**src/rtl/axi4_ddr_pkg.sv**
```systemverilog
// rtl/axi4_ddr_pkg.sv - shared codes and state encoding for the AXI4 to fifo-cache command front end
package axi4_ddr_pkg;

    typedef enum logic [1:0] {
        FIFO_IDE = 2'd0,
        FIFO_CMD = 2'd1,
        FIFO_WT  = 2'd2,
        FIFO_RD  = 2'd3
    } fifo_type_e;

    localparam logic [1:0] AXI_RESP_OKAY   = 2'b00;
    localparam logic [1:0] AXI_RESP_SLVERR = 2'b10;

    typedef enum logic [2:0] {
        ST_IDLE    = 3'd0,
        ST_WR_DATA = 3'd1,
        ST_WR_RESP = 3'd2,
        ST_RD_CMD  = 3'd3,
        ST_RD_DATA = 3'd4
    } state_e;

    typedef enum logic {
        GRANT_WRITE = 1'b0,
        GRANT_READ  = 1'b1
    } grant_e;

    localparam int MAX_BURST = 64;

endpackage

```
**src/rtl/axi4_rd_outreg.sv**
```systemverilog
// rtl/axi4_rd_outreg.sv - one-entry AXI R channel output register
module axi4_rd_outreg #(
    parameter int DATA_WIDTH = 128
) (
    input  logic                  clk,
    input  logic                  rstn,
    input  logic                  i_load,
    input  logic [DATA_WIDTH-1:0] i_data,
    input  logic [1:0]            i_resp,
    input  logic                  i_last,
    input  logic                  i_ready,
    output logic                  o_valid,
    output logic [DATA_WIDTH-1:0] o_data,
    output logic [1:0]            o_resp,
    output logic                  o_last
);

    logic                  r_valid;
    logic [DATA_WIDTH-1:0] r_data;
    logic [1:0]            r_resp;
    logic                  r_last;

    // Load wins over drain so a handshake and refill in one cycle keeps the slot full
    always_ff @(posedge clk or negedge rstn) begin
        if (!rstn) begin
            r_valid <= 1'b0;
            r_data  <= '0;
            r_resp  <= 2'b00;
            r_last  <= 1'b0;
        end else if (i_load) begin
            r_valid <= 1'b1;
            r_data  <= i_data;
            r_resp  <= i_resp;
            r_last  <= i_last;
        end else if (i_ready) begin
            r_valid <= 1'b0;
        end
    end

    assign o_valid = r_valid;
    assign o_data  = r_data;
    assign o_resp  = r_resp;
    assign o_last  = r_last;

endmodule

```
**src/rtl/axi4_cmd_gen.sv**
```systemverilog
// rtl/axi4_cmd_gen.sv - AXI4 INCR slave turning bursts into fifo-cache commands and R beats
module axi4_cmd_gen
    import axi4_ddr_pkg::*;
#(
    parameter int TYPE_WIDTH     = 2,
    parameter int ADDR_WIDTH     = 27,
    parameter int BRST_WIDTH     = 6,
    parameter int DATA_WIDTH     = 128,
    parameter int MASK_WIDTH     = 16,
    parameter int AXI_ADDR_WIDTH = 32,
    parameter int ID_WIDTH       = 4
) (
    input  logic                      clk,
    input  logic                      rstn,
    input  logic                      io_axi_aw_valid,
    output logic                      io_axi_aw_ready,
    input  logic [ID_WIDTH-1:0]       io_axi_aw_id,
    input  logic [AXI_ADDR_WIDTH-1:0] io_axi_aw_addr,
    input  logic [7:0]                io_axi_aw_len,
    input  logic                      io_axi_w_valid,
    output logic                      io_axi_w_ready,
    input  logic [DATA_WIDTH-1:0]     io_axi_w_data,
    input  logic [MASK_WIDTH-1:0]     io_axi_w_strb,
    input  logic                      io_axi_w_last,
    output logic                      io_axi_b_valid,
    input  logic                      io_axi_b_ready,
    output logic [ID_WIDTH-1:0]       io_axi_b_id,
    output logic [1:0]                io_axi_b_resp,
    input  logic                      io_axi_ar_valid,
    output logic                      io_axi_ar_ready,
    input  logic [ID_WIDTH-1:0]       io_axi_ar_id,
    input  logic [AXI_ADDR_WIDTH-1:0] io_axi_ar_addr,
    input  logic [7:0]                io_axi_ar_len,
    output logic                      io_axi_r_valid,
    input  logic                      io_axi_r_ready,
    output logic [ID_WIDTH-1:0]       io_axi_r_id,
    output logic [DATA_WIDTH-1:0]     io_axi_r_data,
    output logic [1:0]                io_axi_r_resp,
    output logic                      io_axi_r_last,
    output logic                      io_fifo_cmd_valid,
    input  logic                      io_fifo_cmd_ready,
    output logic [TYPE_WIDTH-1:0]     io_fifo_cmd_type,
    output logic [ADDR_WIDTH-1:0]     io_fifo_cmd_addr,
    output logic [BRST_WIDTH-1:0]     io_fifo_cmd_burst_cnt,
    output logic [DATA_WIDTH-1:0]     io_fifo_cmd_wt_data,
    output logic [MASK_WIDTH-1:0]     io_fifo_cmd_wt_mask,
    output logic                      io_fifo_rsp_valid,
    input  logic                      io_fifo_rsp_ready,
    input  logic [DATA_WIDTH-1:0]     io_fifo_rsp_data
);

    state_e                  r_state;
    state_e                  w_state_nxt;
    grant_e                  r_last_grant;
    logic [ID_WIDTH-1:0]     r_id;
    logic [7:0]              r_len;
    logic                    r_err;
    logic [ADDR_WIDTH-1:0]   r_cmd_addr;
    logic [7:0]              r_beat_cnt;
    logic                    r_rd_done;

    logic                      w_grant_wr;
    logic                      w_grant_rd;
    logic                      w_aw_hs;
    logic                      w_ar_hs;
    logic [AXI_ADDR_WIDTH-1:0] w_req_addr;
    logic [7:0]                w_req_len;
    logic                      w_req_err;
    logic                      w_beat_is_last;
    logic                      w_w_ready;
    logic                      w_wr_beat;
    logic                      w_beats_left;
    logic                      w_slot_free;
    logic                      w_rd_load;
    logic [DATA_WIDTH-1:0]     w_load_data;
    logic [1:0]                w_err_resp;
    logic                      w_unused;

    // Alone wins; on a tie the side that did not win last time goes
    assign w_grant_wr = io_axi_aw_valid && (!io_axi_ar_valid || (r_last_grant == GRANT_READ));
    assign w_grant_rd = io_axi_ar_valid && (!io_axi_aw_valid || (r_last_grant == GRANT_WRITE));
    assign w_aw_hs    = (r_state == ST_IDLE) && w_grant_wr;
    assign w_ar_hs    = (r_state == ST_IDLE) && w_grant_rd;

    assign w_req_addr = w_aw_hs ? io_axi_aw_addr : io_axi_ar_addr;
    assign w_req_len  = w_aw_hs ? io_axi_aw_len : io_axi_ar_len;
    assign w_req_err  = (w_req_len > 8'(MAX_BURST - 1));

    assign w_beat_is_last = (r_beat_cnt == r_len);
    assign w_err_resp     = r_err ? AXI_RESP_SLVERR : AXI_RESP_OKAY;

    // Oversized write bursts are swallowed without touching the fifo
    assign w_w_ready = r_err ? 1'b1 : io_fifo_cmd_ready;
    assign w_wr_beat = (r_state == ST_WR_DATA) && io_axi_w_valid && w_w_ready;

    assign w_beats_left = !r_rd_done;
    assign w_slot_free  = !io_axi_r_valid || io_axi_r_ready;
    assign w_rd_load    = (r_state == ST_RD_DATA) && w_beats_left && w_slot_free
                          && (r_err || io_fifo_rsp_ready);
    assign w_load_data  = r_err ? '0 : io_fifo_rsp_data;

    // Bits of the byte address below 128-bit alignment or above the DDR range carry no meaning here
    assign w_unused = ^{io_axi_w_last, w_req_addr[3:0], w_req_addr[AXI_ADDR_WIDTH-1:ADDR_WIDTH+1]};

    // State register
    always_ff @(posedge clk or negedge rstn) begin
        if (!rstn) begin
            r_state <= ST_IDLE;
        end else begin
            r_state <= w_state_nxt;
        end
    end

    // Next-state and per-state handshake/command outputs
    always_comb begin
        w_state_nxt         = r_state;
        io_axi_aw_ready     = 1'b0;
        io_axi_ar_ready     = 1'b0;
        io_axi_w_ready      = 1'b0;
        io_axi_b_valid      = 1'b0;
        io_fifo_cmd_valid   = 1'b0;
        io_fifo_cmd_type    = TYPE_WIDTH'(FIFO_IDE);
        io_fifo_cmd_wt_data = '0;
        io_fifo_cmd_wt_mask = '1;
        io_fifo_rsp_valid   = 1'b0;
        case (r_state)
            ST_IDLE: begin
                io_axi_aw_ready = w_grant_wr;
                io_axi_ar_ready = w_grant_rd;
                if (w_grant_wr) begin
                    w_state_nxt = ST_WR_DATA;
                end else if (w_grant_rd) begin
                    w_state_nxt = w_req_err ? ST_RD_DATA : ST_RD_CMD;
                end
            end
            ST_WR_DATA: begin
                io_fifo_cmd_valid   = io_axi_w_valid && !r_err;
                io_axi_w_ready      = w_w_ready;
                io_fifo_cmd_type    = TYPE_WIDTH'(FIFO_WT);
                io_fifo_cmd_wt_data = io_axi_w_data;
                io_fifo_cmd_wt_mask = ~io_axi_w_strb;
                if (w_wr_beat && w_beat_is_last) begin
                    w_state_nxt = ST_WR_RESP;
                end
            end
            ST_WR_RESP: begin
                io_axi_b_valid = 1'b1;
                if (io_axi_b_ready) begin
                    w_state_nxt = ST_IDLE;
                end
            end
            ST_RD_CMD: begin
                io_fifo_cmd_valid = 1'b1;
                io_fifo_cmd_type  = TYPE_WIDTH'(FIFO_RD);
                if (io_fifo_cmd_ready) begin
                    w_state_nxt = ST_RD_DATA;
                end
            end
            ST_RD_DATA: begin
                io_fifo_rsp_valid = w_beats_left && w_slot_free && !r_err;
                if (io_axi_r_valid && io_axi_r_ready && io_axi_r_last) begin
                    w_state_nxt = ST_IDLE;
                end
            end
            default: begin
                w_state_nxt = ST_IDLE;
            end
        endcase
    end

    // Transaction context capture and beat counting
    always_ff @(posedge clk or negedge rstn) begin
        if (!rstn) begin
            r_last_grant <= GRANT_READ;
            r_id         <= '0;
            r_len        <= 8'd0;
            r_err        <= 1'b0;
            r_cmd_addr   <= '0;
            r_beat_cnt   <= 8'd0;
            r_rd_done    <= 1'b0;
        end else if (w_aw_hs || w_ar_hs) begin
            r_last_grant <= w_aw_hs ? GRANT_WRITE : GRANT_READ;
            r_id         <= w_aw_hs ? io_axi_aw_id : io_axi_ar_id;
            r_len        <= w_req_len;
            r_err        <= w_req_err;
            r_cmd_addr   <= {w_req_addr[ADDR_WIDTH:4], 3'b000};
            r_beat_cnt   <= 8'd0;
            r_rd_done    <= 1'b0;
        end else if (w_wr_beat) begin
            r_beat_cnt <= r_beat_cnt + 8'd1;
        end else if (w_rd_load) begin
            r_beat_cnt <= r_beat_cnt + 8'd1;
            if (w_beat_is_last) begin
                r_rd_done <= 1'b1;
            end
        end
    end

    assign io_fifo_cmd_addr      = r_cmd_addr;
    assign io_fifo_cmd_burst_cnt = r_len[BRST_WIDTH-1:0];
    assign io_axi_b_id           = r_id;
    assign io_axi_b_resp         = w_err_resp;
    assign io_axi_r_id           = r_id;

    axi4_rd_outreg #(
        .DATA_WIDTH (DATA_WIDTH)
    ) u_rd_outreg (
        .clk     (clk),
        .rstn    (rstn),
        .i_load  (w_rd_load),
        .i_data  (w_load_data),
        .i_resp  (w_err_resp),
        .i_last  (w_beat_is_last),
        .i_ready (io_axi_r_ready),
        .o_valid (io_axi_r_valid),
        .o_data  (io_axi_r_data),
        .o_resp  (io_axi_r_resp),
        .o_last  (io_axi_r_last)
    );

endmodule

```
**config.mk**
```make
export PLATFORM = sky130hd
export DESIGN_NAME = axi4_cmd_gen
export DESIGN_NICKNAME = d
export VERILOG_FILES = /design/src/rtl/axi4_ddr_pkg.sv /design/src/rtl/axi4_rd_outreg.sv /design/src/rtl/axi4_cmd_gen.sv
export SDC_FILE = /design/constraint.sdc
export NUM_CORES = 1
export LEC_CHECK = 0
export CAP_MARGIN = 10
export CORE_AREA = 2 2 275 277
export CTS_CLUSTER_DIAMETER = 80
export CTS_CLUSTER_SIZE = 10
export DETAILED_ROUTE_END_ITERATION = 12
export DIE_AREA = 0 0 277 279
export PLACE_DENSITY = 0.42
export SETUP_SLACK_MARGIN = 0.2
export SYNTH_ARGS = -nofsm -noshare
export SYNTH_HDL_FRONTEND = slang
export SYNTH_SLANG_ARGS = --single-unit
```
**constraint.sdc**
```tcl
create_clock -name clk -period 3.1 [get_ports clk]
set_input_delay 0.62 -clock clk [delete_from_list [all_inputs] [get_ports clk]]
set_output_delay 0.62 -clock clk [all_outputs]
set_load 0.005 [all_outputs]
```
Yosys cells after proc, flatten, opt, wreduce, memory -nomap -nowiden
Cells that the tools add are included.
Storage, ports and cells
  bits in registers: 182
  input port bits: 370
  output and inout port bits: 327
  word-level logic and storage cells: 92
Cells by class
  $add $sub $neg: 1
  magnitude comparators: 1
  equal/unequal tests: 11
  muxes and demuxes: 33
  bitwise operators: 2
  reduce and logical (&&, ||, !) cells: 32
Operator list (number)
  2-to-1 mux 128 bit: 2
  2-to-1 mux 8 bit: 4
  2-to-1 mux 28 bit: 1
  2-to-1 mux 3 bit: 7
  2-to-1 mux 16 bit: 1
  NOT 16 bit: 1
  logical AND 1 bit: 15
  one-hot mux 3 bit (5 select lines): 1
  2-to-1 mux 1 bit: 13
  adder 8 x 1 -> 8 bit, second input constant: 1
  equality test 8 bit: 1
  > comparator 8 x 6 -> 1 bit, second input constant: 1
  equality test 3 x 2 -> 1 bit, second input constant: 2
  inequality test 2 x 1 -> 1 bit, second input constant: 3
  nonzero test 2 bit: 3
  logical NOT 1 bit: 5
  logical OR 1 bit: 5
  AND reduction 5 bit: 1
  2-to-1 mux 4 bit: 1
  inequality test 2 bit, second input constant: 2
  one-hot mux 2 bit (2 select lines): 1
  equality test 3 x 1 -> 1 bit, second input constant: 1
  equality test 3 bit, second input constant: 1
  logical NOT 3 bit: 1
  other kinds (6): 6

Longest topological paths before layout
Gate-level depths: netlist of the first run.
  word-level depth: 10
  mapped depth: 7
  mapped depth without buffers: 5

Modules after synthesis
Synthesis of the first run repeated with hierarchy kept, for this count alone.
Second synthesis, totals
  cell total of the unflattened synthesis: 865
  area, all modules: 9773.1 um^2
Modules (own cells, without submodules)
  axi4_rd_outreg: instances 1, cells each 280, area each 5227.5 um^2, sequential area each 3303.2 um^2
  axi4_cmd_gen: instances 1, cells each 585, area each 4545.6 um^2, sequential area each 1252.5 um^2

Worst setup path after synthesis of the first run
Ideal clock, no wire load.
  path kind: reg2out
  start point: reg r_state[1]
  end point: out io_fifo_cmd_wt_data[124]
  arrival: 1.440 ns
  data required time: 2.480 ns
  setup slack: 1.040 ns
  cell stages (with the launch flop): 6
  buffers on the path: 3
  cells stage by stage: dfrtp_1 buf_2 nor3b_1 clkbuf_1 clkbuf_1 and2_1
Between the ends
  cells in the longest elaborated chain, start to end: 2
Ends and longest elaborated chain
  start: declaration: line axi4_cmd_gen.sv:52  | state_e r_state;
  start signal: assignment: line axi4_cmd_gen.sv:110  | r_state <= w_state_nxt;
  equality test 3 x 1 -> 1 bit: line axi4_cmd_gen.sv:126  | case (r_state)
  2-to-1 mux 128 bit: line axi4_cmd_gen.sv:126
  end: declaration: line axi4_cmd_gen.sv:45  | output logic [DATA_WIDTH-1:0] io_fifo_cmd_wt_data,
Every way passes these cells.

Worst setup path in the final report of the first run
  start point: reg r_state[2]
  end point: out io_fifo_cmd_wt_data[120]
The elaborated chain is that of the path after synthesis.

==> impl_metrics.toml, run 1 <==
[placed_design]
dp_slack_ns = 0.3683
portBuffers = 674
placedCellCount = 2350
gp_congestion = 0.9747
dpl.hpwl_um = 34250
placed_cell_area_mm2 = 0.01621

[power_and_ir_drop]
peakVddDrop_v = 0.0003185
p_leak_nw = 7.342
total_power_mw = 13.88
power_density_mw_per_mm2 = 815.1

[layout]
seq_area_mm2 = 0.004534
fin_area_mm2 = 0.01702
multi_input_area_mm2 = 0.003386
area_growth_pct = 103.3
postLayoutCoreUtil = 0.2298
layout-drive-gt1-share = 0.06390
nFillCells = 8002
finalNonFillerCells = 2397
nNetsFinal = 1782

[routing]
routed_wl_um = 43760
vias = 8238
drt_iter0_drc = 407
ant_nets = 0
routedWlPerCell_um = 18.26
first_pass_iters = 4
vias_per_cell = 3.437
drc = 0

[grt]
grt_first_pass_wirelength_um = 62490
grt_max_degree = 89
gr-total-overflow = 0
grt_pass1_vias = 8596
grt_antenna_before_repair = 5
groute.usage.overall = 0.1104

[sta]
finClkSkew_ns = 0.01644
slew_headroom = 0.4443
post-route-min-period_ns = 2.907
hold_ws_ns = 0.1632
slew_violations = 0
final-setup-viol-count = 0
fin_tns_setup_ns = 0
setup_ws_ns = 0.1931
max_freq_mhz = 344.0
rsz0062_at_grt = "yes"
hold_viol = 0
worstMarginPinSlew_ns = 0.8335
finalCritPeriodShare = 0.9377

[yosys]
synth_commonest_cells = "dfrtp_1 (180), and2_1 (133), a22o_1 (129)"
avgSynthCellArea_um2 = 11.22
ys_warn_count = 0
synthFlopType = "dfrtp_1"
yosysTopAreaCell = "dfrtp_1"
synth_edf_count = 0
ys_seq_area_frac = 0.5411
yosysTopAreaCellShare = 0.5380
yosys_register_bits = 181
yosys-top-cells-area = "dfrtp_1 (54%), a22o_1 (13%), and2_1 (9.9%)"
syn_area_mm2 = 0.008373
synth_cells = 746
synth_cell_type_count = 43
yosysMostFrequentCell = "dfrtp_1"
async_flop_share = 1.000

[clock_network]
cts_tree = "done"
cts_max_level = 4
clockRootBuffer = "clkbuf_16"
clk_path_buf_depth = 2
clk_pin_slew_worst_paths_ns = 0.08
clk_latency_ns = 0.49
clkSinkCount = 181
cts_buffers = 17

[die]
fp-row-count = 100
top_level_ports = 697
die_h_um = 279
initial_core_util = 0.1130
dieArea_mm2 = 0.07728
core_mm2 = 0.07407
die_x_um = 277

[run_status]
status = "complete, no violations"

[min_path]
hold_path.class = "in -> async"

[worst_setup_path]
critical_path_class = "reg -> out"
cp.arrival_ns = 2.29
end_kind = "primary output"
required_ns = 2.48
start_kind = "flip-flop"
cp_max_fo = 54

[flow_run]
max_cap_violations = 0
==> cell families after synthesis <==
| family | synth area share |
|---|---|
| fa+ha+maj | 0.001494 |
| mux | 0.05021 |
| flops | 0.5411 |
| other cells | 0.0004479 |
| xor+xnor | 0.008369 |
| simple gates | 0.1574 |
| buf+inv | 0.06037 |
| compound gates | 0.1807 |
==> critical path, stage by stage (launching register included) <==
cell and delay [ns]:
dfrtp_2 0.44, nor3b_4 0.24, buf_12 0.17, buf_16 0.20
and2_1 0.21, clkdlybuf4s50_1 0.52
==> area by class of cell <==
cell class                 count  share of cell area
clock buffer                  18             0.02580
clock inverter                14             0.01044
sequential                   181              0.2664
tap                          969             0.07122
inverter                       4           0.0008820
antenna                        4           0.0005880
timing repair buffer         718              0.4258
multi-input combinational    489              0.1989
==> sequential cells by signal (all words and copies together), names as in the netlist <==
register,cells
u_rd_outreg.o_data,128
io_fifo_cmd_addr,24
r_beat_cnt,8
r_len,8
io_axi_b_id,4
r_state,3
r_err,1
r_last_grant,1
r_rd_done,1
u_rd_outreg.o_last,1
u_rd_outreg.o_resp,1
u_rd_outreg.o_valid,1
==> final timing paths <==
check	startpoint	depth (start not counted)	endpoint	slack [ns]
hold / removal	rstn	1	u_rd_outreg.o_data[119]$_DFFE_PN0P_	0.16
hold reg to reg	io_fifo_cmd_addr[3]$_DFFE_PN0N_	2	io_fifo_cmd_addr[3]$_DFFE_PN0N_	0.48
setup reg to reg	r_state[1]$_DFFE_PN0P_	6	u_rd_outreg.o_data[35]$_DFFE_PN0P_	0.90
max in group asynchronous	rstn	2	u_rd_outreg.o_data[86]$_DFFE_PN0P_	2.02
min in group clk	io_fifo_cmd_addr[3]$_DFFE_PN0N_	2	io_fifo_cmd_addr[3]$_DFFE_PN0N_	0.48
setup / recovery	r_state[2]$_DFFE_PN0P_	5	io_fifo_cmd_wt_data[120]	0.19
==> power breakdown <==
part / leakage, nW / switching, mW / internal (mW) / total (mW)
logic: 4.67 / 2.74 / 4.59 / 7.32
clock network: 0.300 / 1.20 / 1.12 / 2.31
registers: 2.37 / 0.732 / 3.51 / 4.24
==> layer usage <==
| metal | up-vias | part of all wire | track usage |
|---|---|---|---|
| li1 | 3947 | - | - |
| met4 | 0 | 0.015 | 0.03581 |
| met3 | 28 | 0.082 | 0.04075 |
| met5 | - | 0 | 0 |
| met2 | 360 | 0.47 | 0.1743 |
| met1 | 3903 | 0.43 | 0.1390 |
==> cells in the final DEF (no fill, tap or decap), drive strengths merged, types with 2 or more instances in the layout <==
master | Yosys | final
o21ai | 39 | 39
o211a | 2 | 2
conb | 1 | 5
nor3 | 6 | 6
nand3 | 6 | 6
xnor2 | 8 | 8
nor2b | 3 | 3
clkbuf | 41 | 19
dlymetal6s2s | 0 | 8
nor3b | 4 | 4
nand2b | 5 | 5
nand4 | 5 | 5
nor2 | 4 | 4
a22oi | 2 | 2
dfrtp | 180 | 180
o21a | 2 | 2
o211ai | 2 | 2
a21boi | 2 | 2
clkinv | 0 | 8
a21oi | 11 | 11
a22o | 129 | 129
inv | 4 | 10
mux2i | 42 | 42
buf | 35 | 43
clkdlybuf4s50 | 0 | 636
a21o | 2 | 2
diode | 0 | 4
dlygate4sd2 | 0 | 29
nand2 | 65 | 65
and2 | 134 | 134
==> timing repair <==
item / CTS / global route
hold buffers: 0 / 0
resized for setup: 40 / 12
endpoints found under the hold margin: 0 / 0
cloned: 2 / 0
endpoints found under the setup margin: 146 / 93
setup buffers: 5 / 4
pin swaps: 1 / 1
Note: power is estimated with default switching activity, not from simulation.
==> run 2: changes to the inputs <==
--- a/config.mk
+++ b/config.mk
@@ -6,12 +6,13 @@
 export NUM_CORES = 1
 export LEC_CHECK = 0
 export CAP_MARGIN = 10
-export CORE_AREA = 2 2 275 277
+export CORE_AREA = 2 2 273 275
 export CTS_CLUSTER_DIAMETER = 80
 export CTS_CLUSTER_SIZE = 10
 export DETAILED_ROUTE_END_ITERATION = 12
-export DIE_AREA = 0 0 277 279
-export PLACE_DENSITY = 0.42
+export DIE_AREA = 0 0 275 277
+export DONT_BUFFER_PORTS = 1
+export PLACE_DENSITY = 0.3
 export SETUP_SLACK_MARGIN = 0.2
 export SYNTH_ARGS = -nofsm -noshare
 export SYNTH_HDL_FRONTEND = slang
==> run 2 against run 1 <==
The flow now finishes with violations (hold timing). Critical endpoint is now io_fifo_rsp_valid. Sequential share of layout area up 19 points. Highest routed layer is now met5. First-iteration DRC count down 11%. Sequential power up 9.9%. Utilization down 9.5 points. Maximum frequency up 9.0%.
==> impl_metrics.toml, run 2 (synthesis results as in run 1) <==
[run_status]
status = "complete, but fails checks"
failed_checks = "hold timing"

[routing]
vias = 5772
drt_iter0_drc = 362
vias_per_cell = 3.409
first_pass_iters = 5
routed_wl_um = 31410
routedWlPerCell_um = 18.56
drc = 0
ant_nets = 0

[sta]
slew_violations = 0
slew_headroom = 0.3077
finalCritPeriodShare = 0.8606
post-route-min-period_ns = 2.668
hold_viol = 180
worstMarginPinSlew_ns = 1.035
finClkSkew_ns = 0.01540
rsz0062_at_grt = "no"
hold_ws_ns = -0.1727
max_freq_mhz = 374.8
setup_ws_ns = 0.4320
fin_tns_setup_ns = 0
final-setup-viol-count = 0

[placed_design]
dpl.hpwl_um = 23600
gp_congestion = 0.8130
dp_slack_ns = 0.6711
portBuffers = 0

[grt]
met2_usage = 0.1140
grt_antenna_before_repair = 6
grt_pass1_vias = 5854
grt_first_pass_wirelength_um = 42870
met3_usage = 0.03442
gr-total-overflow = 0
groute.usage.overall = 0.07789
use_met1 = 0.09838
grt_max_degree = 182
top_usage_layer = "met2"

[clock_network]
clockRootBuffer = "clkbuf_16"
cts_max_level = 4
cts_tree = "done"
clk_pin_slew_worst_paths_ns = 0.09
post-cts-setup-buffer-count = 0
clk_path_buf_depth = 2
clkSinkCount = 181
cts_resized = 0
cts_buffers = 17
clk_latency_ns = 0.48

[layout]
nNetsFinal = 1078
layout_commonest_cell = "dfrtp_1"
largest_reg_flops = 128
mostFrequentLayoutCells = "dfrtp_1 (180), and2_1 (133), a22o_1 (129)"
multi_input_area_mm2 = 0.003374
area_growth_pct = 18.29
seq_area_mm2 = 0.004531
nFillCells = 8313
layout-drive-gt1-share = 0.07639

[worst_setup_path]
critical_path_class = "reg -> out"
required_ns = 2.48
end_kind = "primary output"
start_kind = "flip-flop"
cp_max_fo = 10
cp.arrival_ns = 2.05

[die]
die_h_um = 277
top_level_ports = 697
fp-row-count = 100
dieArea_mm2 = 0.07618
core_mm2 = 0.07357
die_x_um = 275
initial_core_util = 0.1138

[power_and_ir_drop]
p_leak_nw = 4.346
power_density_mw_per_mm2 = 991.9
peakVddDrop_v = 0.0003370

[flow_run]
max_cap_violations = 0

[min_path]
hold_path.class = "in -> async"
-- run 2: critical path, cell delays in order, from the launching register on --
cell and delay (ns):
dfrtp_1 0.51, or3b_1 0.57, nor4_2 0.31, buf_4 0.18
-- run 2: stage by stage --
stage	instances	area, µm²	hold WS [ns]	util	power (mW)
finish	1693	9905	-0.1727	0.1346	9.824
global route	1690	9897	-0.2310	0.1345	10.59
CTS	1689	9894	-0.2476	0.1345	10.11
detailed placement	1657	9275	0.3296	0.1261	7.614
global placement	1657	9275	0.3292	0.1261	7.644
floorplan	750	8388	0.3244	-	6.664
-- run 2: final cells by class --
cell class | count | share of cell area
tap | 969 | 0.1224
antenna | 4 | 0.001011
timing repair buffer | 14 | 0.01440
clock inverter | 15 | 0.01958
sequential | 181 | 0.4574
multi-input combinational | 489 | 0.3407
inverter | 4 | 0.001516
clock buffer | 17 | 0.04295
-- run 2: worst paths after layout --
kind                                             start                                 end  slack [ns]  cells past startpoint
worst max-delay path            r_state[1]$_DFFE_PN0P_                   io_fifo_rsp_valid        0.43                      3
worst min-delay path                              rstn  u_rd_outreg.o_data[32]$_DFFE_PN0P_       -0.17                      0
worst max register to register  r_state[0]$_DFFE_PN0P_              r_state[1]$_DFFE_PN0P_        0.70                      5
worst min register to register    r_len[7]$_DFFE_PN0N_                r_len[7]$_DFFE_PN0N_        0.51                      2
max in group asynchronous                         rstn    io_fifo_cmd_addr[16]$_DFFE_PN0N_        2.78                      0
min in group clk                       io_axi_aw_valid            r_last_grant$_DFFE_PN1N_        0.20                      1
-- run 2: power breakdown --
| group | internal [mW] | switching [mW] |
|---|---|---|
| registers | 3.51 | 1.16 |
| clock network | 1.11 | 1.22 |
| logic | 1.31 | 1.52 |
-- run 2: layer usage --
layer | wire length (µm) | vias up
met1 | 13290 | 2861
met2 | 14060 | 341
li1 | - | 2531
met3 | 3421 | 31
met5 | 46 | -
met4 | 589 | 8
